## config.mk

```make
export PLATFORM = sky130hd
export DESIGN_NAME = turf_prog_shifter
export DESIGN_NICKNAME = d
export VERILOG_FILES = /design/src/rtl/turf_prog_shifter.sv
export SDC_FILE = /design/constraint.sdc
export NUM_CORES = 1
export LEC_CHECK = 0
export ABC_AREA = 1
export BUFFER_PORTS_ARGS = -buffer_cell sky130_fd_sc_hd__buf_2
export CAP_MARGIN = 0
export CORE_ASPECT_RATIO = 0.75
export CORE_UTILIZATION = 40
export CTS_BUF_LIST = sky130_fd_sc_hd__clkbuf_2 sky130_fd_sc_hd__clkbuf_4 sky130_fd_sc_hd__clkbuf_8
export DETAILED_ROUTE_END_ITERATION = 10
export GPL_TIMING_DRIVEN = 0
export PLACE_DENSITY = 0.73
export SYNTH_ARGS = -nofsm -noshare
export SYNTH_HDL_FRONTEND = slang
export SYNTH_SLANG_ARGS = --single-unit
export TNS_END_PERCENT = 100
```

## constraint.sdc

```tcl
create_clock -name clk_i -period 1.7 [get_ports clk_i]
set_clock_uncertainty 0.15 [all_clocks]
set_input_delay 0.17 -clock clk_i [delete_from_list [all_inputs] [get_ports clk_i]]
set_output_delay 0.17 -clock clk_i [all_outputs]
set_load 0.005 [all_outputs]
```

## src/rtl/turf_prog_shifter.sv

```systemverilog
// TURF configuration/JTAG shifter: slave-serial DIN/CCLK before DONE, JTAG master
// (TCK/TMS/TDI, TDO capture) on the same pins afterwards or when CTRL[8] is set.
module turf_prog_shifter #(
  parameter int HALF_PERIOD = 8,
  parameter int SHIFT_WIDTH = 32
) (
  input  logic        clk_i,
  input  logic        rst_i,
  input  logic        wr_i,
  input  logic [1:0]  addr_i,
  input  logic [31:0] dat_i,
  output logic [31:0] dat_o,
  output logic        prog_din_mtck_o,
  output logic        prog_cclk_o,
  output logic        prog_mtdi_o,
  output logic        prog_mtms_o,
  output logic        prog_mtms_oe_o,
  input  logic        prog_mtdo_i,
  input  logic        prog_done_i,
  output logic        prog_b_o,
  output logic        busy_o
);

  localparam int HW = SHIFT_WIDTH / 2;
  localparam int IW = (HW > 1) ? $clog2(HW) : 1;
  localparam int DW = (HALF_PERIOD > 1) ? $clog2(HALF_PERIOD) : 1;

  typedef enum logic [1:0] {IDLE, LOW, HIGH} state_t;

  state_t                 state_q, state_d;
  logic [DW-1:0]          div_q;
  logic [SHIFT_WIDTH-1:0] sr_q;
  logic [HW-1:0]          cap_q;
  logic [4:0]             bit_cnt_q;
  logic [IW-1:0]          bit_idx_q;
  logic [4:0]             nbits_m1_q;
  logic                   mode_q;
  logic                   prog_q;
  logic                   done_latched_q;
  logic                   overrun_q;
  logic                   done_meta_q, done_sync_q;

  logic                   jtag_mode;
  logic                   phase_end;
  logic                   data_wr, ctrl_wr, busy_wr, status_wr;
  logic                   last_bit;
  logic [4:0]             eff_m1;
  logic [SHIFT_WIDTH-1:0] sr_shifted;

  assign jtag_mode = mode_q | done_latched_q;
  assign phase_end = (div_q == DW'(HALF_PERIOD - 1));
  assign data_wr   = wr_i && (addr_i == 2'd1) && (state_q == IDLE);
  assign ctrl_wr   = wr_i && (addr_i == 2'd0) && (state_q == IDLE);
  assign busy_wr   = wr_i && (addr_i inside {2'd0, 2'd1}) && (state_q != IDLE);
  assign status_wr = wr_i && (addr_i == 2'd3);
  assign last_bit  = (bit_cnt_q == 5'd0);
  assign busy_o    = (state_q != IDLE);

  // JTAG splits the register into a TDI half (low) and a TMS half (high).
  always_comb begin
    eff_m1 = nbits_m1_q;
    if (jtag_mode && (nbits_m1_q > 5'(HW - 1)))
      eff_m1 = 5'(HW - 1);
    if (jtag_mode)
      sr_shifted = {1'b0, sr_q[SHIFT_WIDTH-1:HW+1], 1'b0, sr_q[HW-1:1]};
    else
      sr_shifted = {1'b0, sr_q[SHIFT_WIDTH-1:1]};
  end

  always_comb begin
    state_d = state_q;
    case (state_q)
      IDLE:    if (data_wr) state_d = LOW;
      LOW:     if (phase_end) state_d = HIGH;
      HIGH:    if (phase_end) state_d = last_bit ? IDLE : LOW;
      default: state_d = IDLE;
    endcase
  end

  always_ff @(posedge clk_i) begin
    if (rst_i) begin
      state_q   <= IDLE;
      div_q     <= '0;
      sr_q      <= '0;
      cap_q     <= '0;
      bit_cnt_q <= '0;
      bit_idx_q <= '0;
    end else begin
      state_q <= state_d;
      if ((state_q == IDLE) || phase_end)
        div_q <= '0;
      else
        div_q <= div_q + 1'b1;

      if (data_wr) begin
        sr_q      <= dat_i[SHIFT_WIDTH-1:0];
        cap_q     <= '0;
        bit_cnt_q <= eff_m1;
        bit_idx_q <= '0;
      end else if ((state_q == HIGH) && phase_end && !last_bit) begin
        sr_q      <= sr_shifted;
        bit_cnt_q <= bit_cnt_q - 1'b1;
      end

      // TDO is captured on the cycle TCK goes high internally.
      if ((state_q == LOW) && phase_end && jtag_mode) begin
        cap_q[bit_idx_q] <= prog_mtdo_i;
        bit_idx_q        <= bit_idx_q + 1'b1;
      end
    end
  end

  // DONE from the TURF wins over a software write of done_latched.
  always_ff @(posedge clk_i) begin
    if (rst_i) begin
      nbits_m1_q     <= '0;
      mode_q         <= 1'b0;
      prog_q         <= 1'b0;
      done_latched_q <= 1'b0;
      overrun_q      <= 1'b0;
      done_meta_q    <= 1'b0;
      done_sync_q    <= 1'b0;
    end else begin
      done_meta_q <= prog_done_i;
      done_sync_q <= done_meta_q;
      if (ctrl_wr) begin
        nbits_m1_q <= dat_i[4:0];
        mode_q     <= dat_i[8];
        prog_q     <= dat_i[30];
      end
      if (done_sync_q)
        done_latched_q <= 1'b1;
      else if (ctrl_wr)
        done_latched_q <= dat_i[31];
      if (busy_wr)
        overrun_q <= 1'b1;
      else if (status_wr && dat_i[2])
        overrun_q <= 1'b0;
    end
  end

  // Pin registers meant for the IOBs; TMS/TDI only move while a JTAG shift runs.
  always_ff @(posedge clk_i) begin
    if (rst_i) begin
      prog_din_mtck_o <= 1'b0;
      prog_cclk_o     <= 1'b0;
      prog_mtdi_o     <= 1'b0;
      prog_mtms_o     <= 1'b0;
      prog_mtms_oe_o  <= 1'b0;
      prog_b_o        <= 1'b1;
    end else begin
      prog_din_mtck_o <= jtag_mode ? (state_q == HIGH) : sr_q[0];
      prog_cclk_o     <= !jtag_mode && (state_q == HIGH);
      prog_mtms_oe_o  <= jtag_mode;
      prog_b_o        <= !prog_q;
      if (jtag_mode && (state_q != IDLE)) begin
        prog_mtdi_o <= sr_q[0];
        prog_mtms_o <= sr_q[HW];
      end
    end
  end

  always_comb begin
    dat_o = '0;
    case (addr_i)
      2'd0: dat_o = {done_latched_q, prog_q, 21'd0, mode_q, 3'd0, nbits_m1_q};
      2'd1: dat_o[SHIFT_WIDTH-1:0] = sr_q;
      2'd2: dat_o[HW-1:0] = cap_q;
      default: dat_o[3:0] = {jtag_mode, overrun_q, done_sync_q, busy_o};
    endcase
  end

endmodule

```

* After elaboration in Yosys (flattened, before gate mapping)
Index checks and enable logic that the tools add are counted.
** Word-level totals
- Register bits after elaboration :: 79
- Logic and storage cells :: 93
- Output and inout port bits :: 39
** Operators by class
- Bitwise gates (word level) :: 1
- $lt $le $gt $ge :: 3
- Reductions and logical operators :: 31
- Add/sub/neg operators :: 3
- Equality and inequality tests :: 9
- Multiplexer cells :: 27
** Operator list (number)
- two-way mux 16 bit :: 4
- two-way mux 32 bit :: 2
- one-hot mux 12 bit (3 select lines) :: 1
- one-hot mux 16 bit (2 select lines) :: 1
- bitwise mux 16 bit :: 1
- logical AND 1 bit :: 16
- two-way mux 5 bit :: 3
- one-hot mux 4 bit (3 select lines) :: 1
- nonzero test 2 bit :: 6
- two-way mux 4 bit :: 2
- two-way mux 1 bit :: 7
- == test 2 bit, second input constant :: 3
- two-way mux 2 bit :: 3
- inequality test 2 bit, second input constant :: 3
- one-hot mux 2 bit (3 select lines) :: 1
- greater-than comparator 5 x 4 -> 1 bit, second input constant :: 1
- zero test 5 bit :: 1
- < comparator 4 x 5 -> 1 bit, second input constant :: 1
- subtractor 5 x 1 -> 5 bit, second input constant :: 1
- adder 4 x 1 -> 4 bit, second input constant :: 1
- demux 1 bit (select 4 bit) :: 1
- == test 2 x 1 -> 1 bit, second input constant :: 2
- greater-or-equal comparator 4 x 1 -> 1 bit, second input constant :: 1
- zero test 2 bit :: 2
- other kinds (7) :: 9

* Depth between registers and ports, before layout
Gate-level depths: netlist of the first run.
- Word-level depth :: 7
- Gate-level depth with buffers :: 10
- Mapped depth without buffers :: 9

* Worst setup path before layout of the first run
OpenSTA, ideal clock, no wires.
- Kind :: register to register
- Start point :: register div_q[0]
- End point :: register state_q[0]
- Arrival time :: 1.397 ns
- Slack :: 0.038 ns
- Setup time :: 0.115 ns
- Clock period less this slack :: 1.662 ns
- Cell stages (with the launch flop) :: 11
- Cell sequence :: dfxtp_1 ha_1 ha_1 inv_1 nor2_1 nand2_1 nand2_2 buf_6 buf_6 o21ai_0 inv_1
** On the way
- Longest elaborated chain between the ends :: 3
- Elaborated cells on any way between the ends :: 4
- Those cells by class :: 3 x eq/ne; 1 x reduce/logical
** RTL lines
- from (decl) :: line 31 : logic [DW-1:0] div_q;
- from (signal assigned) :: line 93 : div_q <= div_q + 1'b1;
- == test 3 bit * :: line 51 : assign phase_end = (div_q == DW'(HALF_PERIOD - 1));
- inequality test 2 bit (no line)
- AND reduction 3 bit (no line) *
- to (signal assigned) :: line 89 : state_q <= state_d;
- to (decl) :: line 30 : state_t state_q, state_d;
Every way passes the cells marked *; elsewhere a longest branch is shown, timed or not.
A chain may end at the register's enable or synchronous reset.

* Worst setup path after layout of the first run
- Start point :: register div_q[0]
- End point :: register sr_q[28]
** On the way
- Longest elaborated chain between the ends :: 4
** RTL lines
- == test 3 bit :: line 51
- logical AND 1 bit (2 in series) :: line 100 : end else if ((state_q == HIGH) && phase_end && !last_bit) begin
- nonzero test 2 bit (no line)
- to (signal assigned) :: line 96 : sr_q <= dat_i[SHIFT_WIDTH-1:0];
- to (signal assigned) :: line 101 : sr_q <= sr_shifted;
- to (decl) :: line 32 : logic [SHIFT_WIDTH-1:0] sr_q;
Every way passes these cells.

==> results of run 1 <==
==> cell usage after synthesis <==
master	instances	area (µm²)
o221ai_1	2	17.5
a21oi_1	46	230
dfxtp_1	79	1580
ha_1	7	87.6
nand3_2	2	20.0
inv_1	82	308
o21bai_1	4	30.0
clkbuf_1	20	75.1
o31ai_1	1	7.51
and3_1	1	6.26
nor3b_1	1	7.51
nand2_2	1	6.26
o22ai_1	1	6.26
buf_6	4	45.0
nor3_1	5	25.0
buf_1	2	7.51
buf_2	18	90.1
xor2_1	1	8.76
inv_2	1	3.75
o21ai_0	47	235
nor2_1	68	255
nor2_4	3	33.8
a22oi_1	1	7.51
o2111ai_1	2	17.5
o21a_1	1	7.51
buf_4	2	15.0
nor2_8	1	20.0
nand3_1	52	260
nand2_1	164	616
nand4_1	45	282
==> what timing repair did <==
| action | 4_1_cts | 5_1_grt |
|---|---|---|
| gates cloned | 2 | 2 |
| gates resized for setup | 40 | 85 |
| endpoints found under the hold margin | 10 | 0 |
| setup endpoints to repair | 59 | 84 |
| pin swaps | 7 | 24 |
| hold buffers | 8 | 0 |
| setup buffers | 6 | 9 |
==> worst max-delay path, delay by kind of cell, from the launching register on <==
family	cells	cell delay, ns
flops	1	0.35
compound gates	1	0.13
buf+inv	3	0.37
fa+ha+maj	2	0.29
simple gates	4	0.39
==> routing by layer <==
layer / global-route usage [%] / vias up / wire (µm)
met5: 0 / - / 0
met4: 8.23 / 0 / 256
met3: 6.53 / 28 / 1270
met2: 34.7 / 229 / 5610
met1: 37.5 / 2256 / 6500
li1: - / 2383 / -
==> logic make-up (layout without fill, tap and decap cells) <==
kind of cell,Yosys count,after routing,synth area share [%]
xor gates and xnor gates,1,1,0.203
AOI/OAI and AO/OA,105,105,13.0
DFF,79,79,36.7
adders and majority gates,7,7,2.03
and+or+nand+nor,343,343,35.5
buffers and inverters,129,244,12.6
==> registers in the layout, summed over array words and instances (netlist names), 2 cells and up <==
register,count
sr_q,32
cap_q,16
bit_cnt_q,5
nbits_m1_q,5
bit_idx_q,4
div_q,3
state_q,2
==> layout make-up <==
class	instances	area, µm²
sequential	79	1590
multi-input combinational	456	2400
fill	1010	4780
timing repair buffer	101	628
clock inverter	1	5.00
buffer	46	322
clock buffer	13	166
inverter	83	314
tap	136	170
==> path summary, 6_finish.rpt <==
path | startpoint | to | slack [ns]
setup / recovery | div_q[0] | sr_q[28] | -0.04
hold / removal | dat_i[18] | sr_q[18] | 0.02
setup reg to reg | div_q[0] | sr_q[28] | -0.04
hold reg to reg | done_meta_q | done_sync_q | 0.27
==> power by group <==
part	leakage (nW)	switching, mW	total [mW]	internal [mW]
Combinational	1.78	0.333	0.531	0.198
Sequential	0.641	0.0274	1.91	1.89
Clock	0.0922	0.682	1.31	0.626
==> stage by stage <==
step           hold slack [ns]  TNS, ns  instances
6_report                0.0191   -0.110        915
5_1_grt                 0.0272    -1.68        915
4_1_cts                0.00186        0        904
3_5_place_dp             0.245    -7.47        874
3_3_place_gp             0.231    -7.27        874
2_1_floorplan            0.127        0        664
==> run summary, run 1 <==
crit path cell chain - ha_4, ha_4, inv_4, nor2_4, nand2_4, nand2_4, buf_8, clkbuf_16, nand2_4, a21oi_2
vias post-DR - 4896
Die ar. - 11200 µm²
Tightest Hold Check Type - input port to flop
Critical Path AT - 1.89 ns
hold path depth - 5
CTS root buf - clkbuf_8
Setup Viol. Count Final - 8
Netlist cell types - 30
Synth Warn # - 0
failing checks - negative setup slack
DR pass1 iterations - 5
FMAX - 574 MHz
pre-CTS WS - -0.224 ns
crit-path max cell delay - 0.35 ns
syn_area_per_cell - 6.50 µm²
Crit Path Max Fanout - 6
clk_lat worst skew - 0.37 ns
worst slew pin tran - 0.570 ns
share of cells above drive strength 1 - 24.0%
Total Wirelength - 13600 µm
hpwl dp - 9550 µm
P&R area growth vs syn - 29.6%
most frequent cells in the layout - nand2_1 (154), buf_2 (84), inv_1 (78)
status - complete, but fails checks
clock sink count - 79
design area - 5590 µm²
post-synthesis register bit count - 79
CTS HTree Levels - 3
syn nets - 710
CORE AREA - 10400 µm²
DR vias/cell - 5.35
Top cell by count, worst path - nand2_4
startpoint types - flop
die height - 91.9 µm
final-stage net count - 822
final hold violation count - 0
maximum vdd drop - 0.497 mV
Seq/Total Area, Yosys - 36.7%
GRT Residual Overflow - 0
crit path capture type - flop
reg2reg path depth - 10
Max Cap Violations - 0
routability cong. - 0.946
drt first-iter violations - 588
largest net degree at the start of global routing - 12
WP data required - 1.85 ns
drt drc - 0
vias in the first global route - 4313
Final period util - 103%
Die X - 122 µm
WL/cell - 14.9 µm
Post-Syn Area - 4310 µm²
initial antenna violation count - 0
LEAKAGE - 2.51 nW
CP Class - flop to flop
CTS buffer count - 9
diodes inserted - 0
GRT Overall Usage - 25.3%
placed cell areas - 4850 µm²
Routed Antenna Nets - 0
Tmin final - 1.74 ns
Slew Viols, Final - 0
row count - 32
RSZ-0062 raised after global routing - true
Max-slew headroom - 62.0%
slowest CP cell - dfxtp_2
most common cell after layout, fill and taps aside - nand2_1
CTS tree - built
final core occ - 53.9%
first-pass GRT wire length - 21900 µm
Mapped Cells - 664
clock tree buffer depth - 2
Port-buffer cells - 74
Top-Level Pins - 78
clock transition at the registers of the reported paths - 0.08 ns
pwr/cell area - 671 nW/µm²
Worst Setup Slack, final - -0.0436 ns
Initial Utilization - 41.6%
Power Total - 3.75 mW
No activity file was read; power rests on OpenSTA's default activity.
==> run 2: changes to the inputs <==
--- a/config.mk
+++ b/config.mk
@@ -10,10 +10,10 @@
 export CAP_MARGIN = 0
 export CORE_ASPECT_RATIO = 0.75
 export CORE_UTILIZATION = 40
-export CTS_BUF_LIST = sky130_fd_sc_hd__clkbuf_2 sky130_fd_sc_hd__clkbuf_4 sky130_fd_sc_hd__clkbuf_8
+export CTS_BUF_LIST = sky130_fd_sc_hd__clkbuf_4 sky130_fd_sc_hd__clkbuf_8
 export DETAILED_ROUTE_END_ITERATION = 10
 export GPL_TIMING_DRIVEN = 0
-export PLACE_DENSITY = 0.73
+export PLACE_DENSITY = 0.7
 export SYNTH_ARGS = -nofsm -noshare
 export SYNTH_HDL_FRONTEND = slang
 export SYNTH_SLANG_ARGS = --single-unit
==> constraint.sdc (replaced) <==
create_clock -name clk_i -period 2 [get_ports clk_i]
set_clock_uncertainty 0.15 [all_clocks]
set_input_delay 0.2 -clock clk_i [delete_from_list [all_inputs] [get_ports clk_i]]
set_output_delay 0.2 -clock clk_i [all_outputs]
set_load 0.005 [all_outputs]
==> run summary, run 2 (same netlist as run 1, synthesis figures left out) <==
status - complete, no violations
CTS HTree Levels - 3 (unchanged)
FMAX - 519 MHz
Max-slew headroom - 58.2% (-3.8 points)
Power Total - 3.32 mW (-11%)
largest registers - sr_q x32, cap_q x16
worst slew pin tran - 0.624 ns (+0.0543 ns)
final setup TNS - 0 ns (+0.110 ns)
Die ar. - 11200 µm² (unchanged)
Crit path buffers/inverters - 1 (-2)
delay-heaviest family, CP - simple AND/OR/NAND/NOR gates
Setup Viol. Count Final - 0 (-8)
drt drc - 0 (unchanged)
final-stage net count - 799 (-2.8%)
crit path capture type - output port
non-filler cells, final - 894 (-2.3%)
placed cell areas - 4850 µm² (unchanged)
CP Class - flop to output port
row count - 32 (unchanged)
RSZ-0062 raised after global routing - true
CTS tree - built
Die X - 122 µm (unchanged)
vias post-DR - 4770 (-2.6%)
Max Cap Violations - 0 (unchanged)
most common cell after layout, fill and taps aside - nand2_1
Crit Path Max Fanout - 8 (+2)
crit-path max cell delay - 0.49 ns (+0.14 ns)
DR vias/cell - 5.34 (-0.28%)
share of cells above drive strength 1 - 16.9% (-7.1 points)
CTS root buf - clkbuf_8
Tightest Hold Check Type - input port to flop
CTS buffer count - 9 (unchanged)
Slew Viols, Final - 0 (unchanged)
Top-Level Pins - 78 (unchanged)
initial antenna violation count - 0 (unchanged)
Final period util - 96.3%
crit path cell chain - nor2_1, o21ai_0, buf_2
GRT Overall Usage - 24.5% (-0.74 points)
clk_lat worst skew - 0.36 ns (about the same)
Port-buffer cells - 74 (unchanged)
first-pass GRT wire length - 21300 µm (-2.3%)
vias in the first global route - 4327 (+0.32%)
clock transition at the registers of the reported paths - 0.08 ns (about the same)
pre-CTS WS - 0.0731 ns (+0.297 ns)
hpwl dp - 9960 µm (+4.3%)
largest net degree at the start of global routing - 18 (+6)
P&R area growth vs syn - 19.0%
design area - 5130 µm² (-8.1%)
fillcell total - 1074 (+6.3%)
startpoint types - flop
routability cong. - 0.946 (about the same)
maximum vdd drop - 0.301 mV (-39%)
clock tree buffer depth - 2 (unchanged)
GRT Residual Overflow - 0 (unchanged)
final hold violation count - 0 (unchanged)
Worst Setup Slack, final - 0.0732 ns (+0.117 ns)
drt first-iter violations - 505 (-14%)
WL/cell - 14.9 µm (-0.18%)
DR pass1 iterations - 5 (unchanged)
diodes inserted - 0 (unchanged)
Biggest register - sr_q
most frequent cells in the layout - nand2_1 (163), buf_2 (88), inv_1 (82)
CORE AREA - 10400 µm² (unchanged)
clock sink count - 79 (unchanged)
slowest CP cell - nor2_1
max FFs per register - 32 (unchanged)
Routed Antenna Nets - 0 (unchanged)
LEAKAGE - 2.24 nW (-11%)
Initial Utilization - 41.6% (unchanged)
die height - 91.9 µm (unchanged)
Critical Path AT - 1.58 ns (-0.31 ns)
Tmin final - 1.93 ns
WP data required - 1.65 ns (-0.20 ns)
# placed instances - 874 (unchanged)
pwr/cell area - 647 nW/µm² (-3.6%)
R2R Setup Slk - 0.11 ns (+0.15 ns)
Total Wirelength - 13300 µm (-2.5%)
run 2: cell types whose count changed in the layout (fill, tap and decap cells not counted), sizes merged:
cell	change
bufinv	+2
clkbuf	-1
buf	-18
clkinv	+1
dlygate4sd3	-5
run 2: layout make-up:
cell class | instances | area (µm²) | share of cell area (%)
sequential | 79 | 1580 | 30.8
inverter | 83 | 312 | 6.07
clock buffer | 12 | 146 | 2.85
tap | 136 | 170 | 3.31
timing repair buffer | 79 | 415 | 8.09
multi-input combinational | 456 | 2190 | 42.7
clock inverter | 4 | 70.1 | 1.36
buffer | 45 | 244 | 4.75
run 2: worst paths after layout:
check,startpoint,to,cells after the start
setup reg to reg,div_q[0],cap_q[14],9
hold reg to reg,done_meta_q,done_sync_q,2
setup / recovery,mode_q,dat_o[3],3
hold / removal,dat_i[15],sr_q[15],5
run 2: stage by stage:
step                utilization (%)  hold WS, ns
floorplan                         -        0.157
global placement               46.8        0.258
detailed placement             46.8        0.244
CTS                            49.1       0.0117
global route                   49.5       0.0337
finish                         49.5       0.0181
run 2: where the power goes:
part | switching, mW | internal, mW | total (mW)
registers | 0.0207 | 1.60 | 1.62
clock network | 0.583 | 0.742 | 1.33
logic | 0.251 | 0.124 | 0.374
total | 0.855 | 2.47 | 3.32
run 2: routing by layer:
layer  part of all wire (%)  wire length [µm]  GRT usage (%)
met5                      0                 0              0
met4                   0.90               120           5.56
met3                    8.8              1170           5.10
met2                     42              5630           36.1
met1                     48              6370           36.2
run 2: worst reg2reg max path, stage by stage, from the launching register on:
cell	delay, ns
dfxtp_1	0.34
ha_1	0.16
ha_2	0.19
nand3_1	0.15
nor2_4	0.31
buf_6	0.20
nand3_1	0.08
o21ai_0	0.11
inv_1	0.07
nor2_1	0.08
run 2: timing repair:
| item | in CTS | in global routing |
|---|---|---|
| setup endpoints to repair | 2 | 54 |
| buffers inserted | 0 | 2 |
| endpoints found under the hold margin | 4 | 0 |
| hold buffers | 3 | 0 |
| pin swaps | 0 | 3 |
| gates resized for setup | 0 | 13 |
==> run 3: changes to the inputs <==
--- a/config.mk
+++ b/config.mk
@@ -6,14 +6,15 @@
 export NUM_CORES = 1
 export LEC_CHECK = 0
 export ABC_AREA = 1
-export BUFFER_PORTS_ARGS = -buffer_cell sky130_fd_sc_hd__buf_2
-export CAP_MARGIN = 0
+export CAP_MARGIN = 20
 export CORE_ASPECT_RATIO = 0.75
 export CORE_UTILIZATION = 40
 export CTS_BUF_LIST = sky130_fd_sc_hd__clkbuf_4 sky130_fd_sc_hd__clkbuf_8
 export DETAILED_ROUTE_END_ITERATION = 10
+export DONT_BUFFER_PORTS = 1
 export GPL_TIMING_DRIVEN = 0
-export PLACE_DENSITY = 0.7
+export PLACE_DENSITY = 0.64
+export REMOVE_ABC_BUFFERS = 1
 export SYNTH_ARGS = -nofsm -noshare
 export SYNTH_HDL_FRONTEND = slang
 export SYNTH_SLANG_ARGS = --single-unit
==> run summary, run 3 (same netlist as run 1, synthesis figures left out) <==
Max Cap Violations - 0 (unchanged)
FMAX - 519 MHz (about the same)
reg2reg path depth - 8 (-1)
R2R Path End - sr_q[24]
startpoint types - flop
share of cells above drive strength 1 - 7.89% (-9.0 points)
Routed Antenna Nets - 0 (unchanged)
CORE AREA - 10400 µm² (unchanged)
DR WL met3 - 1420 µm (+22%)
P&R area growth vs syn - 20.4%
DR vias/cell - 5.57 (+4.4%)
clock transition at the registers of the reported paths - 0.08 ns (about the same)
Slew Viols, Final - 0 (unchanged)
hold path depth - 2 (-3)
CTS root buf - clkbuf_8
largest registers - sr_q x32, cap_q x16
hpwl dp - 7790 µm (-22%)
largest net degree at the start of global routing - 47 (+29)
crit path capture type - flop
pre-CTS WS - -1.34 ns (-1.41 ns)
max FFs per register - 32 (unchanged)
Die ar. - 11200 µm² (unchanged)
WL met2 - 6200 µm (+10%)
maximum vdd drop - 0.507 mV (+68%)
status - complete, no violations
CP Class - flop to flop
clk_lat worst skew - 0.36 ns (about the same)
diodes inserted - 0 (unchanged)
GRT Overall Usage - 25.0% (+0.43 points)
Highest Signal Layer - met4
Die X - 122 µm (unchanged)
Top-Level Pins - 78 (unchanged)
final setup TNS - 0 ns (unchanged)
Biggest register - sr_q
worst slew pin tran - 0.783 ns (+0.159 ns)
vias in the first global route - 4351 (+0.55%)
drt drc - 0 (unchanged)
most common cell after layout, fill and taps aside - nand2_1
# placed instances - 755 (-14%)
CTS buffer count - 9 (unchanged)
Worst Setup Slack, final - 0.0732 ns (+0.0000106 ns)
clock sink count - 79 (unchanged)
Total Wirelength - 14000 µm (+5.5%)
startpoint of the worst hold path - wr_i
row count - 32 (unchanged)
Setup Viol. Count Final - 0 (unchanged)
vias post-DR - 4642 (-2.7%)
Hold EP - nbits_m1_q[3]
DR pass1 iterations - 5 (unchanged)
drt first-iter violations - 360 (-29%)
initial antenna violation count - 0 (unchanged)
CTS HTree Levels - 3 (unchanged)
reg-to-reg startpoint - div_q[0]
final-stage net count - 739 (-7.5%)
Port-buffer cells - 0 (-100%)
Tmin final - 1.93 ns (-0.0000106 ns)
WP data required - 2.13 ns (+0.48 ns)
non-filler cells, final - 833 (-6.8%)
LEAKAGE - 2.06 nW (-8.0%)
die height - 91.9 µm (unchanged)
final hold violation count - 0 (unchanged)
Max-slew headroom - 47.7% (-11 points)
Metal-1 WL - 6030 µm (-5.4%)
Crit Path Max Fanout - 19 (+11)
pwr/cell area - 658 nW/µm² (+1.6%)
first-pass GRT wire length - 21800 µm (+1.9%)
routability cong. - 0.820 (-13%)
clock tree buffer depth - 2 (unchanged)
GRT Residual Overflow - 0 (unchanged)
Critical Path AT - 2.06 ns (+0.48 ns)
CTS tree - built
Tightest Hold Check Type - input port to flop
most frequent cells in the layout - nand2_1 (163), inv_1 (82), dfxtp_1 (78)
final core occ - 50.1% (+0.55 points)
R2R Setup Slk - 0.07 ns (-0.04 ns)
WL/cell - 16.8 µm (+13%)
Final period util - 96.3% (about the same)
Initial Utilization - 41.6% (unchanged)
[run 3: changes by cell type in the layout (fill, tap and decap cells not counted), moves of 3 or more]
cell,delta
buf_2,-88
clkbuf_4,-4
buf_4,+7
dlygate4sd3_1,+35
buf_12,+4
nor2_4,+4
clkbuf_1,-18
clkbuf_8,+3
buf_6,-5
nand2_4,+3
[run 3: how the worst max path moves through the flow]
| stage | from | endpoint | slack, ns | cells past startpoint |
|---|---|---|---|---|
| 6_report | div_q[0] | sr_q[24] | 0.07 | 8 |
| 5_1_grt | bit_cnt_q[0] | sr_q[15] | -0.02 | 7 |
| 4_1_cts | div_q[0] | cap_q[3] | 0.05 | 7 |
| 3_5_place_dp | div_q[0] | sr_q[15] | -1.34 | 9 |
| 3_3_place_gp | state_q[1] | sr_q[15] | -2.16 | 6 |
| 2_1_floorplan | state_q[1] | bit_cnt_q[0] | -0.92 | 6 |
[run 3: area by class of cell]
class / count / area, µm²
Timing Repair Buffer: 57 / 588
Clock inverter: 3 / 65.1
Sequential cell: 79 / 1580
Multi-Input combinational cell: 463 / 2310
Clock buffer: 12 / 165
Tap cell: 136 / 170
Inverter: 83 / 312
Fill cell: 1013 / 5180
[run 3: worst max-delay path: stages (launching register included)]
cell and delay (ns):
dfxtp_1 0.34, ha_1 0.14, ha_1 0.20, inv_1 0.11, nor2_4 0.21, nand2_4 0.15, nand2_4 0.28, nand2_1 0.10
a21oi_1 0.16
[run 3: timing repair]
action                                  CTS  global route
gates cloned                              4             3
hold buffers                             39             0
setup buffers                             7             8
endpoints found under the hold margin    50             0
endpoints found under the setup margin   68            47
pin swaps                                 4             5
resized for setup                         9             5
[run 3: per-stage QoR]
| step | cell area (µm²) | total power [mW] | hold slack [ns] |
|---|---|---|---|
| finish | 5190 | 3.41 | 0.0583 |
| global route | 5190 | 3.53 | 0.0573 |
| CTS | 5040 | 3.38 | 0.0419 |
| detailed placement | 4270 | 1.91 | 0.126 |
| global placement | 4250 | 1.90 | 0.124 |
| floorplan | 4080 | 1.84 | 0.119 |
[run 3: power breakdown]
group / switching (mW) / total (mW) / internal [mW]
Sequential: 0.0248 / 1.63 / 1.60
Combinational: 0.259 / 0.404 / 0.145
Clock: 0.587 / 1.38 / 0.797
Total: 0.871 / 3.41 / 2.54
[run 3: layer usage]
layer	global-route usage [%]	vias to the layer above
li1	-	2219
met1	33.3	2159
met2	38.5	224
met3	6.90	40
met4	8.44	0
met5	0	-
